### config.mk
export PLATFORM = sky130hd
export DESIGN_NAME = cplx_addsub_stage
export DESIGN_NICKNAME = d
export VERILOG_FILES = /design/src/rtl/cplx_addsub_stage.sv
export SDC_FILE = /design/constraint.sdc
export NUM_CORES = 1
export LEC_CHECK = 0
export CAP_MARGIN = 30
export CORE_UTILIZATION = 41
export DETAILED_ROUTE_END_ITERATION = 6
export GPL_ROUTABILITY_DRIVEN = 1
export PLACE_DENSITY = 0.7
export SETUP_SLACK_MARGIN = 0.05
export SLEW_MARGIN = 20
export SYNTH_ARGS = -nofsm -noshare
export SYNTH_HDL_FRONTEND = slang
export SYNTH_SLANG_ARGS = --single-unit
### constraint.sdc
create_clock -name clk -period 13.54 [get_ports clk]
set_input_delay 2.031 -clock clk [delete_from_list [all_inputs] [get_ports clk]]
set_output_delay 2.031 -clock clk [all_outputs]
set_load 0.05 [all_outputs]
### src/rtl/cplx_addsub_stage.sv
// Complex-multiplier combine stage: two-deep valid/ready pipeline forming re/im from partial products.
// Optional output clamping to the PW-bit signed range is enabled by defining CPLX_SAT_EN.
module cplx_addsub_stage #(
  parameter int PW = 16
) (
  input  logic          clk,
  input  logic          rst_n,
  input  logic          in_valid,
  output logic          in_ready,
  input  logic [PW-1:0] p_rr,
  input  logic [PW-1:0] p_ii,
  input  logic [PW-1:0] p_ri,
  input  logic [PW-1:0] p_ir,
  input  logic          conj,
  output logic          out_valid,
  input  logic          out_ready,
  output logic [PW:0]   re_out,
  output logic [PW:0]   im_out,
  output logic          sat
);

  // Ripple-carry chain of full-adder cells; subtraction passes ~b with cin = 1.
  function automatic logic [PW:0] rippleAdd(input logic [PW:0] a, input logic [PW:0] b,
                                            input logic cin);
    logic [PW:0] s;
    logic        c;
    c = cin;
    for (int k = 0; k <= PW; k++) begin
      s[k] = a[k] ^ b[k] ^ c;
      c    = (a[k] & b[k]) | (c & (a[k] ^ b[k]));
    end
    return s;
  endfunction

  logic          r_s1Valid;
  logic [PW:0]   r_s1Re;
  logic [PW:0]   r_s1Im;
  logic          r_s2Valid;
  logic [PW:0]   r_s2Re;
  logic [PW:0]   r_s2Im;

  logic          w_s1Adv;
  logic          w_s2Adv;
  logic [PW:0]   w_rrExt;
  logic [PW:0]   w_iiExt;
  logic [PW:0]   w_riExt;
  logic [PW:0]   w_irExt;
  logic [PW:0]   w_reSum;
  logic [PW:0]   w_imSum;
  logic [PW:0]   w_reNext;
  logic [PW:0]   w_imNext;

  assign w_s2Adv  = r_s2Valid ? (r_s1Valid & out_ready) : r_s1Valid;
  assign in_ready = ~r_s1Valid | w_s2Adv;
  assign w_s1Adv  = in_valid & in_ready;

  assign w_rrExt = {p_rr[PW-1], p_rr};
  assign w_iiExt = {p_ii[PW-1], p_ii};
  assign w_riExt = {p_ri[PW-1], p_ri};
  assign w_irExt = {p_ir[PW-1], p_ir};

  // conj flips which operand of each pair is subtracted: re = rr -/+ ii, im = ir +/- ri.
  assign w_reSum = rippleAdd(w_rrExt, conj ? w_iiExt : ~w_iiExt, ~conj);
  assign w_imSum = rippleAdd(w_irExt, conj ? ~w_riExt : w_riExt, conj);

  always_ff @(posedge clk) begin
    if (!rst_n) begin
      r_s1Valid <= 1'b0;
      r_s1Re    <= '0;
      r_s1Im    <= '0;
    end else begin
      r_s1Valid <= w_s1Adv | (r_s1Valid & ~w_s2Adv);
      if (w_s1Adv) begin
        r_s1Re <= w_reSum;
        r_s1Im <= w_imSum;
      end
    end
  end

`ifdef CPLX_SAT_EN
  logic w_reOvf;
  logic w_imOvf;
  logic r_s2Sat;

  // Out of PW-bit range exactly when the two top bits disagree; clamp toward the sign.
  assign w_reOvf  = r_s1Re[PW] ^ r_s1Re[PW-1];
  assign w_imOvf  = r_s1Im[PW] ^ r_s1Im[PW-1];
  assign w_reNext = w_reOvf ? {r_s1Re[PW], r_s1Re[PW], {(PW-1){~r_s1Re[PW]}}} : r_s1Re;
  assign w_imNext = w_imOvf ? {r_s1Im[PW], r_s1Im[PW], {(PW-1){~r_s1Im[PW]}}} : r_s1Im;

  always_ff @(posedge clk) begin
    if (!rst_n) begin
      r_s2Sat <= 1'b0;
    end else if (w_s2Adv) begin
      r_s2Sat <= w_reOvf | w_imOvf;
    end
  end

  assign sat = r_s2Sat;
`else
  assign w_reNext = r_s1Re;
  assign w_imNext = r_s1Im;
  assign sat      = 1'b0;
`endif

  always_ff @(posedge clk) begin
    if (!rst_n) begin
      r_s2Valid <= 1'b0;
      r_s2Re    <= '0;
      r_s2Im    <= '0;
    end else begin
      r_s2Valid <= w_s2Adv | (r_s2Valid & ~out_ready);
      if (w_s2Adv) begin
        r_s2Re <= w_reNext;
        r_s2Im <= w_imNext;
      end
    end
  end

  assign out_valid = r_s2Valid;
  assign re_out    = r_s2Re;
  assign im_out    = r_s2Im;

endmodule

==> metrics.md, run 1 <==
| Metric | Value |
|---|---|
| Outcome | finished, final reports clean |
| Final hold slack | ~0.46 ns |
| Leak | about 1.9 nW |
| Clock tree buffer depth | 2 |
| Dpl cells | about 570 |
| Post-synthesis cell type count | 24 |
| Avg WL per Cell | 15.89 um |
| Most common cell after layout, fill and taps aside | clkdlybuf4s50_1 |
| Largest net degree at the start of global routing | 37 |
| FF-to-FF setup slack | around 12 ns |
| I/O Pins | about 110 |
| Worst reg-to-reg path cell count | 4 |
| Die W | just under 100 um |
| Non-Filler Instances | 587 |
| Post-Syn Nets | 490 |
| Initial antenna violation count | 0 |
| Final Max Slew Viols | 0 |
| Via density | around 5.2 |
| Unrepaired setup endpoints after global routing | false |
| Endpoints failing setup | 0 |
| Post-Layout Inst Area | a little over 5000 sq um |
| CTS Hold Buffers Added | 0 |
| #FFs+latches synth | 70 |
| Final wirelength | between 9000 and 10000 um |
| R2r endpoint | r_s1Re[2]$_SDFFE_PN0P_ |
| Drt pass-1 iters | 7 |
| Minimum clock period | between 8 and 9 ns |
| Starting Density | a little over two fifths |
| First-pass GRT wire length | approximately 16000 um |
| Die Y | approximately 100 um |
| Register area share after synthesis | a little under two fifths |
| Layout fillers | 784 |
| Critical-path cell list | buf_2 -> buf_4 -> xor2_1 -> fa_1 -> fa_1 -> fa_1 -> fa_1 -> fa_1 -> fa_1 -> fa_1 -> fa_1 -> fa_1 -> fa_1 -> fa_1 -> fa_1 -> inv_1 -> fa_1 -> inv_1 -> fa_1 -> fa_1 -> a211oi_2 |
| Hold depth | 2 |
| Slew HR | 48.48% |
| Final Wtd Congestion | approximately 0.87 |
| Reg2reg start | out_valid$_SDFF_PN0_ |
| Via count | ~3100 |
| Synthesized cell area | ~3800 sq um |
| Root Buffer | clkbuf_8 |
| Critical path launch point type | primary input |
| Setup Skew | 0.008836 ns |
| HP Start | r_s1Re[12]$_SDFFE_PN0P_ |
| Syn Area/Cell | just under 10 sq um |
| Critical-path maximum fanout | 32 |
| Worst-skew pair later-pin latency | approximately 0.35 ns |
| Share of layout cells above drive strength 1 | around 11% |
| Placed cell areas | around 4800 sq um |
| Post_cts resized | 0 |
| Crit path setup slack, layout | 4.550 ns |
| Area of the die | about 9700 sq um |
| Maximum vdd ir drop | 0.00007245 V |
| Setup Buffers After CTS | 0 |
| Power Dens Cells | 114.7 nW/um^2 |
| Core ar. | 8848 sq um |
| Final Cycle Share | about two thirds |
| DRC | 0 |
| CP bufs+invs | 4 |
| Most frequent cells in the layout | 103 x clkdlybuf4s50_1, 70 x dfxtp_1, 68 x a21oi_1 |
| CP peak stage delay | just under 0.5 ns |
| Hold Path End | re_out[12]$_SDFFE_PN0P_ |
| GR Util All Layers | just over 20% |
| H-tree level count | 3 |
| Worst path slowest cell | fa_1 |
| Pre-CTS setup slack | 4.089 ns |
| Post-layout net count | ~580 |
| Yosys warns | 0 |
| Syn-to-layout area delta | 33.09% |
| Setup Crit Path Kind | in2reg |
| DRT iter0 DRCs | ~100 |
| Worst path most repeated cell | fa_1 |
| GRT overflow | 0 |
| Fmax | approximately 110 MHz |
| CTS Sinks | 70 |
| Antenna diode count | 0 |
| Detail Route Antenna Nets | 0 |
| Mapped Cells | ~390 |
| Port bufs | about 100 |
| Clock slew at reported path FFs | about 0.080 ns |
| Num rows | 34 |
| Worst EP required | 13.81 ns |
| Top delay family on crit path | adder cells |
| Vias in the first global route | approximately 3200 |
| TNS Setup | 0 ns |
| CTS tree | built |
| Max-cap violations | 0 |
| Worst Max-Slew Pin Slew | 0.7686 ns |
| Fin. Hold Viols | 0 |
| CP endpoint kind | register |
| Crit path DAT | between 9 and 10 ns |
| Detail Placement HPWL | 6459 um |
| Hold Crit Class | reg2reg |
| CTS Buf Count | 9 |
## worst register-to-register path, delay by kind of cell (launching register included)
kind            cells  cell delay [ns]
buf+inv             1             0.33
flops               1             0.39
simple gates        1             0.67
compound gates      2             0.54
## cell usage after synthesis, drive strengths merged
library cell  number  share of area (%)
fa                32                 17
nand3b             1               0.30
a211oi            31                9.4
mux2i              4                1.0
buf               22                3.9
inv               36                3.5
clkbuf            14                1.4
xor2              14                3.2
nand2b             1               0.16
nand3             34                4.5
a21oi             69                9.3
o21ai             34                4.5
nor2b              1               0.36
dfxtp             70                 37
nand2              6               0.59
xnor2             18                4.1
nor2               1              0.098
conb               1              0.098
## report_power, final
group | total [mW] | internal, mW | switching, mW
logic | 0.143 | 0.0657 | 0.0770
registers | 0.231 | 0.222 | 0.00857
clock network | 0.209 | 0.128 | 0.0809
total | 0.582 | 0.416 | 0.166
## worst max-delay path by stage
stage | start | slack [ns] | to | depth (start not counted)
after floorplan | conj | 4.54 | r_s1Re[15]$_SDFFE_PN0P_ | 21
after global placement | conj | 4.30 | r_s1Re[15]$_SDFFE_PN0P_ | 21
after detailed placement | conj | 4.09 | r_s1Re[15]$_SDFFE_PN0P_ | 21
after CTS | conj | 4.47 | r_s1Re[15]$_SDFFE_PN0P_ | 21
after global routing | p_ii[0] | 4.22 | r_s1Re[15]$_SDFFE_PN0P_ | 21
final | conj | 4.55 | r_s1Re[15]$_SDFFE_PN0P_ | 21
## cell type report
type	count	area [sq um]	share of cell area (%)
inverter	36	135.1	2.661
multi-input combinational	247	2077	40.91
sequential	70	1401	27.60
tap	108	135.1	2.661
timing repair buffer	110	1081	21.29
clock inverter	5	106.4	2.095
clock buffer	11	141.4	2.785
## cells by family (layout without fill, tap and decap cells)
group,after synthesis,after routing,synth area share [%]
XOR/XNOR,32,32,7.347
buffers and inverters,72,162,8.822
AO/OA/AOI/OAI,134,134,23.19
other,1,1,0.09830
adder cells (fa/ha/maj),32,32,16.79
multiplexers,4,4,1.050
flip-flops,70,70,36.73
AND/OR/NAND/NOR,44,44,5.969
## registers in the layout, summed over array words and instances (netlist names)
register	cells
im_out	17
out_valid	1
r_s1Im	17
r_s1Re	17
r_s1Valid	1
re_out	17
## per-layer routing
layer  part of all wire (%)  vias up  global-route usage, %  wire length (um)
met5                      0        -                      0                 0
met4                    2.2        0                  8.381               204
met3                    3.5       18                  3.759               324
met2                     52       77                  36.67              4815
met1                     43     1487                  24.81              3982
li1                       -     1476                      -                 -
## stage by stage
step	utilization, %	total power, mW
finish	57.38	0.5822
detailed placement	54.58	0.3792
global route	57.38	0.6127
global placement	54.58	0.3742
CTS	57.38	0.5886
floorplan	-	0.3300
Note: power is estimated with default switching activity, not from simulation.
==> run 2: changes to the inputs <==
PLACE_DENSITY = 0.73   (was 0.7)
clock period = 7.2 ns   (was 13.54 ns; I/O delays follow)
==> metrics.md, run 2 (same netlist as run 1, synthesis figures left out) <==
| Metric | Value |
|---|---|
| Vias in the first global route | about 3100 |
| Final wirelength | just over 9000 um |
| Minimum clock period | ~7 ns |
| Worst setup path endpoint | r_s1Im[15]$_SDFFE_PN0P_ |
| CTS tree | built |
| CTS Buf Count | 9 |
| Port bufs | between 100 and 150 |
| Critical-path maximum fanout | 2 |
| Power Dens Cells | about 200 nW/um^2 |
| Die W | about 100 um |
| Setup Crit Path Kind | in2reg |
| Root Buffer | clkbuf_8 |
| CTS Hold Buffers Added | 0 |
| Seq. cell area | between 1000 and 1500 sq um |
| Final Cycle Share | 97.71% |
| R2r endpoint | r_s1Re[2]$_SDFFE_PN0P_ |
| Via density | roughly 5.2 |
| Detail Placement HPWL | between 6000 and 7000 um |
| Syn-to-layout area delta | 35.65% |
| Clock slew at reported path FFs | around 0.080 ns |
| Hold Crit Class | reg2reg |
| Via count | roughly 3100 |
| Drt pass-1 iters | 6 |
| Share of layout cells above drive strength 1 | between 10% and 20% |
| Final Wtd Congestion | between 0.8 and 0.9 |
| Final hold slack | 0.4585 ns |
| Layout fillers | a little under 800 |
| Critical path launch point type | primary input |
| Antenna diode count | 0 |
| PnR Total Power | around 1.1 mW |
| Fin. Hold Viols | 0 |
| GRT overflow | 0 |
| H-tree level count | 3 |
| First-pass GRT wire length | around 15000 um |
| DRC | 0 |
| Max-cap violations | 0 |
| I/O Pins | around 110 |
| CTS Sinks | 70 |
| Clock tree buffer depth | 2 |
| FF-to-FF setup slack | around 5.2 ns |
| Net Sw Frac | slightly below 30% |
| Largest net degree at the start of global routing | 61 |
| Maximum vdd ir drop | about 0.00012 V |
| Setup Buffers After CTS | 0 |
| Psw | about 0.31 mW |
| Int Pwr | ~0.75 mW |
| Endpoints failing setup | 0 |
| Avg WL per Cell | 15.31 um |
| Starting Density | between 40% and 50% |
| Fmax | ~140 MHz |
| Num rows | 34 |
| Slew HR | 52.19% |
| Crit path from | p_ri[0] |
| Crit path DAT | 7.22 ns |
| Area of the multi-input gates | 2161 sq um |
| Worst-skew pair later-pin latency | about 0.33 ns |
| Outcome | finished, final reports clean |
| Flop pwr share | ~41% |
| Initial antenna violation count | 0 |
| Detail Route Antenna Nets | 0 |
| CP peak stage delay | roughly 0.51 ns |
| Leak | between 1.5 and 2 nW |
| Most frequent cells in the layout | 99 x clkdlybuf4s50_1, 70 x dfxtp_1, 67 x a21oi_1 |
| DRT iter0 DRCs | roughly 160 |
| Core ar. | 8848 sq um |
| Area of the die | about 9700 sq um |
| GR Util All Layers | approximately 19% |
| Clock share of power | about a third |
| Logic pwr share | 26.9% |
| Worst path slowest cell | fa_1 |
| Worst reg-to-reg path cell count | 4 |
| Unrepaired setup endpoints after global routing | true |
| CP endpoint kind | register |
| Critical-path cell list | clkdlybuf4s50_1 -> mux2i_1 -> fa_1 -> fa_2 -> fa_2 -> fa_2 -> fa_2 -> fa_2 -> fa_2 -> fa_2 -> fa_2 -> fa_2 -> fa_2 -> fa_2 -> fa_2 -> fa_2 -> fa_1 -> a211oi_2 |
| Most common cell after layout, fill and taps aside | clkdlybuf4s50_1 |
| Die Y | a little under 100 um |
| Setup Skew | ~0.011 ns |
| Reg2reg start | out_valid$_SDFF_PN0_ |
| Worst Max-Slew Pin Slew | approximately 0.71 ns |
| Worst EP required | between 7 and 8 ns |
| Worst path most repeated cell | fa_2 |
| Post-layout net count | 580 |
| Final Max Slew Viols | 0 |
[run 2: cell types whose count changed in the layout (fill, tap and decap cells not counted), sizes merged]
cell,change
clkdlybuf4s15,+1
bufinv,-1
clkbuf,+1
clkinv,+2
dlymetal6s2s,+2
clkdlybuf4s50,-4
buf,+4
[run 2: worst max-delay path: cells and delay by family]
kind / cells / cell delay, ns
multiplexers: 1 / 0.10
buffers and inverters: 1 / 0.50
AO/OA/AOI/OAI: 1 / 0.06
adder cells (fa/ha/maj): 15 / 5.48
[run 2: per-layer routing]
layer | wire [um] | up-vias | share of wire [%] | track usage [%]
met5 | 0 | - | 0 | 0
met1 | 4115 | 1464 | 45 | 26.78
li1 | - | 1487 | - | -
met4 | 110 | 0 | 1.2 | 7.118
met2 | 4388 | 92 | 48 | 30.77
met3 | 452 | 9 | 5.0 | 3.191
[run 2: stage by stage]
stage	area, sq um	instances	setup TNS, ns	util, %	setup slack (ns)
after floorplan	3928	389	-0.07681	-	-0.07681
after global placement	4936	575	-1.022	55.78	-0.4043
after detailed placement	4954	576	-1.473	55.98	-0.4672
after CTS	5165	592	-0.01189	58.37	-0.01189
after global routing	5175	592	0	58.48	0.03183
final	5175	592	0	58.48	0.1650
[run 2: how the worst min path moves through the flow]
stage | start | end | depth (start not counted)
finish | r_s1Re[10]$_SDFFE_PN0P_ | re_out[10]$_SDFFE_PN0P_ | 2
global route | r_s1Re[8]$_SDFFE_PN0P_ | re_out[8]$_SDFFE_PN0P_ | 2
CTS | r_s1Re[10]$_SDFFE_PN0P_ | re_out[10]$_SDFFE_PN0P_ | 2
detailed placement | r_s1Im[3]$_SDFFE_PN0P_ | im_out[3]$_SDFFE_PN0P_ | 2
global placement | r_s1Re[8]$_SDFFE_PN0P_ | re_out[8]$_SDFFE_PN0P_ | 2
floorplan | r_s1Im[16]$_SDFFE_PN0P_ | r_s1Im[16]$_SDFFE_PN0P_ | 2
[run 2: final cells by class]
type                    count  area share (%)
well taps                 108           2.611
flip-flops and latches     70           27.08
repair buffers            115           21.81
inverters                  36           2.611
clock inverters             6           1.668
multi-input cells         247           41.76
clock buffers              10           2.466
[run 2: timing repair]
item                       in CTS  in global routing
pin swaps                       0                  2
cloned                          0                  0
gates resized for setup         3                  8
setup endpoints to repair       2                  4
[run 2: power by group through the flow]
stage	Clock, mW	Sequential [mW]	Combinational [mW]
finish	0.338	0.438	0.285
global route	0.361	0.441	0.313
CTS	0.345	0.437	0.287
detailed placement	0	0.445	0.287
global placement	0	0.445	0.278
floorplan	0	0.466	0.167
